## config.mk

```make
export PLATFORM = sky130hd
export DESIGN_NAME = breath_decoder
export DESIGN_NICKNAME = d
export VERILOG_FILES = /design/src/rtl/breath_decoder.sv
export SDC_FILE = /design/constraint.sdc
export NUM_CORES = 1
export LEC_CHECK = 0
export BUFFER_PORTS_ARGS = -buffer_cell sky130_fd_sc_hd__buf_2
export CAP_MARGIN = 10
export CORE_MARGIN = 5
export CORE_UTILIZATION = 35
export DETAILED_ROUTE_END_ITERATION = 10
export GPL_TIMING_DRIVEN = 0
export SETUP_SLACK_MARGIN = 0.02
export SLEW_MARGIN = 20
export SYNTH_ARGS = -nofsm -noshare
export SYNTH_HDL_FRONTEND = slang
export SYNTH_SLANG_ARGS = --single-unit
```

## constraint.sdc

```tcl
create_clock -name clk_div_i -period 7.3 [get_ports clk_div_i]
set_input_delay 0.365 -clock clk_div_i [delete_from_list [all_inputs] [get_ports clk_div_i]]
set_output_delay 0.365 -clock clk_div_i [all_outputs]
set_load 0.01 [all_outputs]
```

## src/rtl/breath_decoder.sv

```systemverilog
// Breathing-light PWM lane decoder: locks onto the PWM frame, recovers each frame's
// 4-bit brightness, and tracks the breathing direction, turn-around points and lock.
module breath_decoder #(
    parameter int FRAME_LEN   = 16,
    parameter int CNT_W       = 5,
    parameter int LOCK_FRAMES = 2
) (
    input  logic       clk_div_i,
    input  logic       rst_i,
    input  logic       pwm_i,
    output logic [3:0] bright_o,
    output logic       bright_vld_o,
    output logic       dark_o,
    output logic       dir_o,
    output logic       peak_o,
    output logic       locked_o
);

    localparam int GOOD_W = $clog2(LOCK_FRAMES + 1);
    localparam int LOW_W  = CNT_W + 1;

    typedef enum logic {
        HUNT,
        MEAS
    } state_t;

    state_t             state;
    logic               prev_pwm;
    logic [CNT_W-1:0]   frame_cnt;
    logic [CNT_W-1:0]   high_cnt;
    logic [CNT_W-1:0]   high_run;
    logic [LOW_W-1:0]   low_run;
    logic [GOOD_W-1:0]  good_cnt;
    logic [3:0]         prev_bright;

    logic               rise;
    logic               last_sample;
    logic [CNT_W-1:0]   total;
    logic [3:0]         bright_new;
    logic [GOOD_W-1:0]  good_next;

    always_comb begin
        rise        = pwm_i & ~prev_pwm;
        last_sample = (frame_cnt == CNT_W'(FRAME_LEN - 1));
        total       = high_cnt + CNT_W'(pwm_i);
        bright_new  = 4'(total - CNT_W'(1));
        good_next   = (good_cnt == GOOD_W'(LOCK_FRAMES)) ? good_cnt : good_cnt + GOOD_W'(1);
    end

    // prev_pwm keeps sampling through reset so a lane already high at release
    // is not mistaken for a frame start; it must then run FRAME_LEN highs.
    always_ff @(posedge clk_div_i) begin
        prev_pwm <= pwm_i;
        if (rst_i) begin
            state        <= HUNT;
            frame_cnt    <= '0;
            high_cnt     <= '0;
            high_run     <= '0;
            low_run      <= '0;
            good_cnt     <= '0;
            prev_bright  <= '0;
            bright_o     <= '0;
            bright_vld_o <= 1'b0;
            dark_o       <= 1'b0;
            dir_o        <= 1'b0;
            peak_o       <= 1'b0;
            locked_o     <= 1'b0;
        end else begin
            bright_vld_o <= 1'b0;
            peak_o       <= 1'b0;

            if (pwm_i) begin
                low_run <= '0;
                dark_o  <= 1'b0;
                if (high_run != CNT_W'(FRAME_LEN - 1)) begin
                    high_run <= high_run + CNT_W'(1);
                end
            end else begin
                high_run <= '0;
                if (low_run == LOW_W'(2 * FRAME_LEN - 1)) begin
                    dark_o <= 1'b1;
                end else begin
                    low_run <= low_run + LOW_W'(1);
                end
            end

            case (state)
                HUNT: begin
                    if (rise || (pwm_i && high_run == CNT_W'(FRAME_LEN - 1))) begin
                        state     <= MEAS;
                        frame_cnt <= CNT_W'(1);
                        high_cnt  <= CNT_W'(1);
                    end
                end
                MEAS: begin
                    if (frame_cnt == '0) begin
                        if (pwm_i) begin
                            frame_cnt <= CNT_W'(1);
                            high_cnt  <= CNT_W'(1);
                        end else begin
                            state    <= HUNT;
                            good_cnt <= '0;
                            locked_o <= 1'b0;
                        end
                    end else if (rise) begin
                        state     <= HUNT;
                        frame_cnt <= '0;
                        high_cnt  <= '0;
                        good_cnt  <= '0;
                        locked_o  <= 1'b0;
                    end else if (last_sample) begin
                        frame_cnt    <= '0;
                        high_cnt     <= '0;
                        bright_o     <= bright_new;
                        bright_vld_o <= 1'b1;
                        prev_bright  <= bright_new;
                        good_cnt     <= good_next;
                        locked_o     <= (good_next == GOOD_W'(LOCK_FRAMES));
                        if (good_cnt != '0) begin
                            if (bright_new > prev_bright) begin
                                dir_o  <= 1'b1;
                                peak_o <= ~dir_o;
                            end else if (bright_new < prev_bright) begin
                                dir_o  <= 1'b0;
                                peak_o <= dir_o;
                            end
                        end
                    end else begin
                        frame_cnt <= frame_cnt + CNT_W'(1);
                        high_cnt  <= total;
                    end
                end
                default: state <= HUNT;
            endcase
        end
    end

endmodule

```

==> impl.org <==
** Synth
- Number of enable flip-flop cells after synthesis :: 0
- The Yosys step of the flow raised 0 warnings.
- Netlist Area Pre-Place :: 1670 sq um
- In the synthesized netlist the dominant register cell turns out to be sky130_fd_sc_hd__dfxtp_1.
- Yosys top cell area share :: 0.384
- Post-Syn Area per Cell :: 9.22 sq um
- Post-synth top area cell :: sky130_fd_sc_hd__dfxtp_1
- In this run, synthesis produced a sequential element count of 32.
- The number of nets in the synthesized netlist is 197.
- Ranked by instance count, the synthesized netlist is headed by sky130_fd_sc_hd__dfxtp_1 (32), sky130_fd_sc_hd__inv_1 (17), sky130_fd_sc_hd__ha_1 (13), sky130_fd_sc_hd__nor2_1 (13), sky130_fd_sc_hd__a21oi_1 (11).
- Seq/Total Area, Yosys :: 0.384
- Among all cell types in the netlist, the one instantiated most often is sky130_fd_sc_hd__dfxtp_1.
- Library cells used by synthesis :: 48
- By area the synthesized netlist is led by sky130_fd_sc_hd__dfxtp_1 (38%), sky130_fd_sc_hd__ha_1 (9.7%), sky130_fd_sc_hd__inv_1 (3.8%).
- Async S/R FF share, synth :: 0
- After technology mapping, the gate count stands at 181.

** Placement
- RD Place Congestion :: 0.721
- The HPWL after detailed placement is 2290 um.
- Dpl cell area :: 1790 sq um
- Including well taps, the total number of placed cells is 246.
- Total of buffers placed on input and output ports :: 11

** Setup path
- The slowest stage of the critical path belongs to the cell sky130_fd_sc_hd__a2111oi_0.
- Endpoint of the worst-slack reg-to-reg timing path :: peak_o
- In this run the worst setup path terminates at peak_o.
- Critical path's most frequent cell :: sky130_fd_sc_hd__ha_1
- Worst flop-to-flop path startpoint :: high_cnt[0]
- The critical path goes through ha_1, ha_1, nor3b_1, mux2i_1, nand2_1, xor2_1, ha_1, and4_1, a211o_1, a2111oi_0.
- Startpoint types :: register
- Data arrives at the worst endpoint at 3.05 ns.
- STA puts the critical path data required time at 7.46 ns.
- In this run the number of cells on the critical path is 10.
- Internal reg-to-reg setup slack :: 4.41 ns
- Timing startpoint of the critical path :: high_cnt[0]
- Broken down by cell family, the worst path's largest delay share belongs to adder cells.
- Kind of critical path :: register to register
- Endpoint class of the critical path :: register
- Of all nets on the critical path, the largest fanout is 4.
- In this design, the stage delay of the slowest critical-path cell is 0.35 ns.
- Length in cells of the worst reg-to-reg path :: 10
- CP bufs+invs :: 0

** Power
- Power per cell area :: 204 nW/um^2
- Cell Int Power :: 296 uW
- The share of total power dissipated in combinational logic is 0.101.
- Leakage power total :: 0.000778 uW
- Switching share of power :: 0.239
- Sequential cell fraction of total power :: 0.463
- Summed over all nets, the switching power comes to 92.6 uW.
- Clock share of power :: 0.436
- The worst-case IR drop observed on VDD is 73.0 uV.
- Pwr Total :: 388 uW

** Floorplan
- Placeable Area :: 4660 sq um
- The floorplan has 25 rows.
- Initial standard-cell utilization of the core :: 0.358
- Measured along the x axis, the die boundary spans 79.1 um.
- The floorplan step defined a die boundary enclosing 6250 sq um.
- Ports placed on the boundary :: 12
- From bottom edge to top edge, the die measures 79.1 um.

** CTS
- Root buffer cell :: sky130_fd_sc_hd__clkbuf_8
- Count of buffers added by post-CTS timing repair for setup :: 0
- CTS tree :: built
- Number of instances resized during post-cts repair :: 0
- In this run, post-CTS hold repair placed 0 buffers.
- Clock-pin slew was measured on the worst setup and hold paths at 0.07 ns.
- TritonCTS buffer count :: 5
- The clock net in this run drives a total of 32 sinks.
- Largest buffer count on any clock path :: 2
- CTS H-Tree Depth :: 2
- Skew-Pair Late Insertion Delay :: 0.29 ns

** Global routing
- Pin count of the biggest net entering global routing :: 12
- Number of global-route vias before repair :: 1224
- GR Layer Usage met3 :: 0.0363
- Global-route wire length before repair :: 5410 um
- Total overflow reported by the global router :: 0
- The global routing stage identified its most utilized layer as met2.
- Initial antenna violation count :: 0
- Global-route met2 utilization :: 0.164
- Global Route Usage Sum :: 0.108
- M1 GR Usage :: 0.139

** Timing
- The clock arrives with 0.00529 ns of skew.
- The number of slew-limit violations in the final report was 0.
- Setup violations remaining at the end of the flow were counted as 0.
- In the finished design, the share of the clock period the worst path needs comes to 0.395.
- Timing would allow up to 346 MHz.
- The hold violation total from the final report was 0.
- Time the final worst path needs with I/O delays and setup :: 2.89 ns
- Measured against its own limit, the worst slew margin works out to 0.527.
- Worst Max-Slew Pin Slew :: 0.703 ns
- Setup repair after global routing left no endpoint under its margin.
- Summed negative setup slack over all endpoints :: 0 ns

** Layout
- In the final design database the tool counted 215 nets.
- Number of antenna cells inserted :: 0
- Layout cell share with drive strength beyond 1 :: 0.155
- Measured on the finished design, the core utilization comes to 0.408.
- The finished layout holds 254 standard cells, fillers aside.
- After routing the design area is 1900 sq um.
- Area growth from synthesis to layout :: 14.0%

** Drt
- In the routed design, unresolved DRC markers number 0.
- Number of vias after detailed routing :: 1301
- Initial DRC Count :: 46
- Drt wl/cell :: 12.1 um
- DRT Pass-1 Iters :: 5
- After detailed routing, the number of vias per cell comes to 5.12.
- The final layout contains routed wiring with a total length of 3070 um.
- Number of routed nets with antenna violations :: 0

** Job
- Number of maximum-capacitance constraint violations :: 0

** Outcome
- Status :: finished, final reports clean

** Worst hold path
- The worst hold path belongs to the class primary input to register.
final cells by class:
type	count	area, sq um
fill	459	2760
inverter	17	63.8
timing repair buffer	11	55.1
tap	54	67.6
multi-input combinational	127	938
sequential	32	641
clock inverter	3	42.5
buffer	5	26.3
clock buffer	5	68.8
how the worst min path moves through the flow:
stage	startpoint	to	slack, ns	cells after the start
after detailed placement	dark_o	dark_o	0.43	2
final	pwm_i	prev_pwm	0.28	1
after global routing	pwm_i	prev_pwm	0.28	1
after global placement	dark_o	dark_o	0.43	2
after floorplan	pwm_i	prev_pwm	0.39	0
after CTS	pwm_i	prev_pwm	0.27	1
cells in the final DEF, fill, tap and decap left out, types with 7 or more instances in the layout:
cell type                 instances
sky130_fd_sc_hd__nor2_1          13
sky130_fd_sc_hd__buf_2           11
sky130_fd_sc_hd__ha_1            13
sky130_fd_sc_hd__dfxtp_1         32
sky130_fd_sc_hd__nand2_1          7
sky130_fd_sc_hd__a21oi_1         11
sky130_fd_sc_hd__nand3_1         10
sky130_fd_sc_hd__inv_1           17
stage by stage:
step           setup slack (ns)  hold slack [ns]
6_report                   4.41            0.276
5_1_grt                    4.23            0.281
4_1_cts                    4.39            0.271
3_5_place_dp               4.23            0.435
3_3_place_gp               4.16            0.432
2_1_floorplan              4.58            0.393
layer usage:
metal  vias up  share of wire
li1        683              -
met1       597           0.51
met2        17           0.44
met3         4          0.040
met4         0          0.017
met5         -              0
worst reg2reg max path: cells and delay by family (launching register included):
family,cells,cell delay [ns]
AO/OA/AOI/OAI,2,0.62
adder cells (fa/ha/maj),3,0.82
flip-flops,1,0.32
multiplexers,1,0.29
XOR/XNOR,1,0.15
AND/OR/NAND/NOR,3,0.55
cells by family after synthesis:
group           count (synthesis)  synth area share
mux                             3            0.0180
flops                          32             0.384
xor+xnor                       10            0.0525
buf+inv                        22            0.0540
compound gates                 34             0.142
fa+ha+maj                      13            0.0975
simple gates                   67             0.252
flip-flops by register name, summed over array words and instances (netlist names):
| register | cells |
|---|---|
| state | 1 |
| high_cnt | 4 |
| dark_o | 1 |
| frame_cnt | 5 |
| high_run | 5 |
| locked_o | 1 |
| peak_o | 1 |
| low_run | 6 |
| bright_vld_o | 1 |
| good_cnt | 1 |
| prev_bright | 4 |
| prev_pwm | 1 |
| dir_o | 1 |
power by group through the flow:
stage / Combinational (uW) / Sequential [uW] / Clock [uW]
final: 39.3 / 180 / 169
after global routing: 45.2 / 180 / 181
after CTS: 39.9 / 180 / 176
after detailed placement: 39.5 / 184 / 0
after global placement: 39.4 / 184 / 0
after floorplan: 31.2 / 183 / 0
Note: power is estimated with default switching activity, not from simulation.
